===== config.mk =====
export PLATFORM = sky130hd
export DESIGN_NAME = icache_flat
export DESIGN_NICKNAME = d
export VERILOG_FILES = /design/src/rtl/cpu_types_pkg.sv /design/src/rtl/icache_if.sv /design/src/rtl/icache.sv /design/src/flat_wrapper.sv
export SDC_FILE = /design/constraint.sdc
export NUM_CORES = 1
export LEC_CHECK = 0
export BUFFER_PORTS_ARGS = -buffer_cell sky130_fd_sc_hd__buf_2
export CAP_MARGIN = 20
export CORE_MARGIN = 2
export CORE_UTILIZATION = 35
export DETAILED_ROUTE_END_ITERATION = 10
export MAX_ROUTING_LAYER = met4
export PLACE_DENSITY = 0.49
export SLEW_MARGIN = 20
export SYNTH_ARGS = -nofsm -noshare
export SYNTH_HDL_FRONTEND = slang
export SYNTH_SLANG_ARGS = --single-unit

===== constraint.sdc =====
create_clock -name CLK -period 4 [get_ports CLK]
set_input_delay 0.6 -clock CLK [delete_from_list [all_inputs] [get_ports CLK]]
set_output_delay 0.6 -clock CLK [all_outputs]
set_load 0.005 [all_outputs]

===== src/rtl/cpu_types_pkg.sv =====
// Shared CPU types: machine word, instruction-cache address/frame layouts and FSM states.
// Default geometry is ICACHE_ROWS frames of one word each.
package cpu_types_pkg;

    typedef logic [31:0] word_t;

    localparam int ICACHE_ROWS  = 16;
    localparam int ICACHE_IDX_W = $clog2(ICACHE_ROWS);
    localparam int ICACHE_TAG_W = 30 - ICACHE_IDX_W;

    typedef struct packed {
        logic [ICACHE_TAG_W-1:0] tag;
        logic [ICACHE_IDX_W-1:0] idx;
        logic [1:0]              bytoff;
    } icachef_t;

    typedef struct packed {
        logic                    valid;
        logic [ICACHE_TAG_W-1:0] tag;
        word_t                   data;
    } icache_frame_t;

    typedef enum logic {
        IC_IDLE  = 1'b0,
        IC_FETCH = 1'b1
    } icache_state_t;

endpackage


===== src/rtl/icache_if.sv =====
// Instruction-cache bus: datapath fetch port plus memory-controller instruction port.
// The slave modport is the cache's view; master is the surrounding system's view.
interface icache_if;
    import cpu_types_pkg::*;

    logic  imemREN;
    word_t imemaddr;
    logic  ihit;
    word_t imemload;
    logic  iREN;
    word_t iaddr;
    logic  iwait;
    word_t iload;

    modport slave (
        input  imemREN, imemaddr, iwait, iload,
        output ihit, imemload, iREN, iaddr
    );

    modport master (
        output imemREN, imemaddr, iwait, iload,
        input  ihit, imemload, iREN, iaddr
    );

endinterface


===== src/rtl/icache.sv =====
// Direct-mapped, one-word-per-frame instruction cache with combinational hits and a blocking fill.
// Optional hit/miss counters are built when ICACHE_STATS_EN is defined.
module icache
    import cpu_types_pkg::*;
#(
    parameter int ROWS = ICACHE_ROWS
) (
    input  logic    CLK,
    input  logic    nRST,
    icache_if.slave bus
`ifdef ICACHE_STATS_EN
    ,
    output word_t   hit_count,
    output word_t   miss_count
`endif
);

    localparam int IDX_W = $clog2(ROWS);
    localparam int TAG_W = 30 - IDX_W;

    typedef struct packed {
        logic [TAG_W-1:0] tag;
        logic [IDX_W-1:0] idx;
        logic [1:0]       bytoff;
    } addr_t;

    typedef struct packed {
        logic             valid;
        logic [TAG_W-1:0] tag;
        word_t            data;
    } frame_t;

    icache_state_t r_state;
    icache_state_t w_state_next;
    frame_t        r_frames [ROWS];
    word_t         r_miss_addr;
    addr_t         w_req;
    addr_t         w_miss;
    logic          w_hit;
    logic          w_miss_start;
    logic          w_fill;

    assign w_req  = addr_t'(bus.imemaddr);
    assign w_miss = addr_t'(r_miss_addr);

    assign w_hit = bus.imemREN
                && r_frames[w_req.idx].valid
                && (r_frames[w_req.idx].tag == w_req.tag);

    assign w_miss_start = (r_state == IC_IDLE) && bus.imemREN && !w_hit;
    assign w_fill       = (r_state == IC_FETCH) && !bus.iwait;

    always_ff @(posedge CLK or negedge nRST) begin
        if (!nRST) begin
            r_state <= IC_IDLE;
        end else begin
            r_state <= w_state_next;
        end
    end

    always_comb begin
        w_state_next = r_state;
        case (r_state)
            IC_IDLE:  if (w_miss_start) w_state_next = IC_FETCH;
            IC_FETCH: if (!bus.iwait)   w_state_next = IC_IDLE;
            default:  w_state_next = IC_IDLE;
        endcase
    end

    always_comb begin
        bus.ihit     = 1'b0;
        bus.imemload = '0;
        bus.iREN     = 1'b0;
        bus.iaddr    = '0;
        case (r_state)
            IC_IDLE: begin
                if (w_hit) begin
                    bus.ihit     = 1'b1;
                    bus.imemload = r_frames[w_req.idx].data;
                end
            end
            IC_FETCH: begin
                bus.iREN  = 1'b1;
                bus.iaddr = r_miss_addr;
            end
            default: ;
        endcase
    end

    always_ff @(posedge CLK or negedge nRST) begin
        if (!nRST) begin
            r_miss_addr <= '0;
        end else if (w_miss_start) begin
            r_miss_addr <= {bus.imemaddr[31:2], 2'b00};
        end
    end

    // Frames need a real reset because valid must clear; the fill targets the latched miss index.
    for (genvar gi = 0; gi < ROWS; gi++) begin : g_frame
        always_ff @(posedge CLK or negedge nRST) begin
            if (!nRST) begin
                r_frames[gi] <= '0;
            end else if (w_fill && (w_miss.idx == IDX_W'(gi))) begin
                r_frames[gi] <= '{valid: 1'b1, tag: w_miss.tag, data: bus.iload};
            end
        end
    end

`ifdef ICACHE_STATS_EN
    word_t r_hit_count;
    word_t r_miss_count;

    always_ff @(posedge CLK or negedge nRST) begin
        if (!nRST) begin
            r_hit_count  <= '0;
            r_miss_count <= '0;
        end else begin
            if (bus.ihit)     r_hit_count  <= r_hit_count + 32'd1;
            if (w_miss_start) r_miss_count <= r_miss_count + 32'd1;
        end
    end

    assign hit_count  = r_hit_count;
    assign miss_count = r_miss_count;
`endif

endmodule


===== src/flat_wrapper.sv =====
// flat-port wrapper written by rule: the top's interface ports become plain ports
module icache_flat import cpu_types_pkg::*;
#(
    parameter int ROWS = ICACHE_ROWS
)
  (CLK, nRST, bus_imemREN, bus_imemaddr, bus_iwait, bus_iload, bus_ihit, bus_imemload, bus_iREN, bus_iaddr);
  icache_if bus_i ();
  input  logic CLK;
  input  logic nRST;
  input wire logic [$bits(bus_i.imemREN)-1:0] bus_imemREN;
  input wire logic [$bits(bus_i.imemaddr)-1:0] bus_imemaddr;
  input wire logic [$bits(bus_i.iwait)-1:0] bus_iwait;
  input wire logic [$bits(bus_i.iload)-1:0] bus_iload;
  output wire logic [$bits(bus_i.ihit)-1:0] bus_ihit;
  output wire logic [$bits(bus_i.imemload)-1:0] bus_imemload;
  output wire logic [$bits(bus_i.iREN)-1:0] bus_iREN;
  output wire logic [$bits(bus_i.iaddr)-1:0] bus_iaddr;
  assign bus_i.imemREN = bus_imemREN;
  assign bus_i.imemaddr = bus_imemaddr;
  assign bus_i.iwait = bus_iwait;
  assign bus_i.iload = bus_iload;
  assign bus_ihit = bus_i.ihit;
  assign bus_imemload = bus_i.imemload;
  assign bus_iREN = bus_i.iREN;
  assign bus_iaddr = bus_i.iaddr;
  icache #(.ROWS(ROWS)) u_core (.CLK(CLK), .nRST(nRST), .bus(bus_i));
endmodule

==> reports/metrics.yaml <==
global_route:
  grt-ovfl-total: 0
  grt_pass1_wl_um: 182000
  track_usage_pct: 19.5
  grt_max_degree: 108
  gr-max-usage-layer: "met2"
  grt_pass1_vias: 27078
  met2_usage_pct: 31.0
  use_met1_pct: 25.5
  antenna_found_initial: 15
  grtUsageMet3_pct: 3.45
detailed_routing:
  vias: 24314
  viasPerCell: 5.32
  wirelength_um: 122000
  drc: 0
  antenna_left: 0
  wire_per_inst_um: 26.7
  first_pass_iters: 5
  drt_iter0_drc: 1265
die:
  die_y_um: 359
  row_count: 130
  coreArea_um2: 125000
  start_util_pct: 35.2
  design.die.area_um2: 129000
  ioPinCount: 134
  die_x_um: 359
critical_path:
  worstSetupStartpointType: "flip-flop"
  path_max_fanout: 5
  crit_type: "reg2out"
  crit_path_end_kind: "output pin"
  worstPathArrival_ns: 3.71
  required_ns: 3.40
flow_run:
  maxCapViolCount: 0
power:
  finalPower_mw: 35.3
  leakage_nw: 23.2
  peakVddDrop_v: 0.000381
  power_density_nw_per_um2: 686
sta:
  setup_ws_ns: -0.312
  setup_violations: 33
  fin_skew_ns: 0.0285
  rsz0062_at_grt: "true"
  max_freq_mhz: 232
  period_share_pct: 108
  timing.hold.ws_ns: 0.159
  slew_headroom_pct: 40.1
  worst_slew_pin_slew_ns: 0.898
  final.min_clock_period_ns: 4.31
  hold_violations: 0
  maxSlewViolCount: 0
placement:
  postPlaceCellArea_um2: 47400
  hpwl_um: 69900
  gp_congestion: 0.736
  port_buffers: 129
  place_inst: 4346
layout:
  fillers: 11327
  synthToLayoutAreaGrowth_pct: 16.4
  fin_nets: 2880
  final_area_um2: 51400
  fin_cells: 4567
  postLayoutCoreUtil_pct: 41.0
  drive_gt1_share_pct: 59.2
synthesis:
  syn_inst: 2683
  synth-async-reset-ratio_pct: 100
  synth-edff-count: 0
  netlist_area_um2: 44200
  ys_seq_area_share_pct: 55.2
  ys.flop_type: "dfrtp_1"
  avgSynthCellArea_um2: 16.5
  ys.warnings.count: 0
  synth-seq-cells: 975
  synth_cell_types: 44
outcome:
  violations: "negative setup slack"
  outcome: "finished, violations left"
cts:
  path_clk_slew_ns: 0.06
  cts_sinks: 975
  cts.path.max_buffers: 3
  clockRootBuffer: "clkbuf_16"
  cts_buffers: 109
  htree_levels: 3
  tritoncts: "yes"
  insertion_delay_ns: 0.71
hold_path:
  hold_class: "in2reg"
## registers in the layout, indices dropped and copies added (netlist names)
register            count
u_core.r_state          1
u_core.r_miss_addr     30
u_core.r_frames       944
## per-layer routing
| metal | share of wire [%] | routed length [µm] | vias up |
|---|---|---|---|
| met2 | 49 | 59200 | 421 |
| met1 | 45 | 54600 | 13443 |
| met4 | 3.1 | 3720 | 0 |
| met3 | 3.6 | 4420 | 198 |
| li1 | - | - | 10252 |
| met5 | 0 | 0 | - |
## cells in the final DEF (no fill, tap or decap), drive strengths merged, types with 15 or more instances in the layout
cell / n
clkbuf: 152
buf: 253
and2: 28
nand2: 20
nor2b: 36
xor2: 15
xnor2: 20
mux2: 959
mux2i: 50
dfrtp: 975
bufinv: 15
clkinv: 34
mux4: 271
## logic make-up (layout without fill, tap and decap cells)
family / count (synthesis) / count (layout) / synth area share (%)
muxes: 1280 / 1280 / 39.6
DFF: 975 / 975 / 55.2
buffers and inverters: 245 / 467 / 2.41
and+or+nand+nor: 130 / 130 / 1.71
xor gates and xnor gates: 35 / 35 / 0.694
AOI/OAI and AO/OA: 17 / 17 / 0.306
other: 1 / 13 / 0.00849
## path summary, 6_finish.rpt
kind	startpoint	end	slack [ns]	cells after the start
setup reg to reg	u_core.r_frames[517]$_DFFE_PN0P_	u_core.r_miss_addr[13]$_DFFE_PN0P_	0.82	10
max in group asynchronous	nRST	u_core.r_frames[227]$_DFFE_PN0P_	2.34	3
min in group asynchronous	nRST	u_core.r_frames[450]$_DFFE_PN0P_	0.51	2
hold reg to reg	u_core.r_frames[412]$_DFFE_PN0P_	u_core.r_frames[412]$_DFFE_PN0P_	0.46	1
hold / removal	bus_imemaddr[28]	u_core.r_miss_addr[28]$_DFFE_PN0P_	0.16	2
setup / recovery	u_core.r_frames[517]$_DFFE_PN0P_	bus_imemload[8]	-0.31	11
## critical path, cell delays in order (launching register included)
cell and delay, ns:
dfrtp_1 0.38, mux4_2 0.49, mux4_2 0.49, xnor2_2 0.24, nand4_1 0.15, buf_6 0.16, nor4_4 0.31, nand4b_1 0.15
buf_6 0.19, clkbuf_16 0.20, nor2b_2 0.13, buf_2 0.12
## power breakdown
part           switching (mW)  leakage (nW)  internal [mW]
clock                    4.16          1.92           6.47
sequential               2.30          12.5           14.0
combinational            2.75          8.84           5.54
total                    9.21          23.2           26.0
## layout make-up
cell class              instances  area (µm²)  share of cell area [%]
clock inverters                55         688                    1.34
multi-input cells            1464       18900                    36.8
clock buffers                 150        3150                    6.14
well taps                    1650        2060                    4.02
repair buffers                256        2130                    4.14
flip-flops and latches        975       24400                    47.5
diodes                         11        27.5                  0.0535
inverters                       6        22.5                  0.0438
## synth_stat cells, types with 2 or more instances
cell | n | area (µm²)
nand3_1 | 5 | 25.0
xor2_1 | 15 | 131
o211ai_1 | 2 | 15.0
inv_1 | 5 | 18.8
and2_1 | 28 | 175
and3_1 | 3 | 18.8
mux4_2 | 271 | 6100
clkbuf_1 | 120 | 450
mux2i_1 | 50 | 500
nor2_1 | 5 | 18.8
mux2_2 | 930 | 10500
dfrtp_1 | 975 | 24400
nand4_1 | 3 | 18.8
buf_6 | 6 | 67.6
nand4b_1 | 2 | 17.5
or2_2 | 6 | 37.5
nor3_1 | 5 | 25.0
xnor2_1 | 20 | 175
nor4_1 | 2 | 12.5
nand2b_1 | 12 | 75.1
buf_2 | 26 | 130
buf_1 | 69 | 259
nand2_1 | 20 | 75.1
buf_4 | 18 | 135
mux2_4 | 29 | 435
nor2b_1 | 36 | 225
a21oi_1 | 2 | 10.0
o21ai_0 | 2 | 10.0
## per-stage QoR
step           worst slack [ns]  TNS [ns]
2_1_floorplan             0.228         0
3_3_place_gp             -0.261     -9.34
3_5_place_dp             -0.310    -12.36
4_1_cts                  -0.356    -10.03
5_1_grt                  -0.454    -13.55
6_report                 -0.312     -9.03
## what timing repair did
| item | CTS | global route |
|---|---|---|
| buffers inserted | 0 | 1 |
| setup endpoints to repair | 33 | 33 |
| pin swaps | 2 | 3 |
| gates resized for setup | 3 | 25 |
| cloned | 0 | 3 |
| hold buffers | 1 | 0 |
| endpoints found under the hold margin | 54 | 0 |
Note: power is estimated with default switching activity, not from simulation.
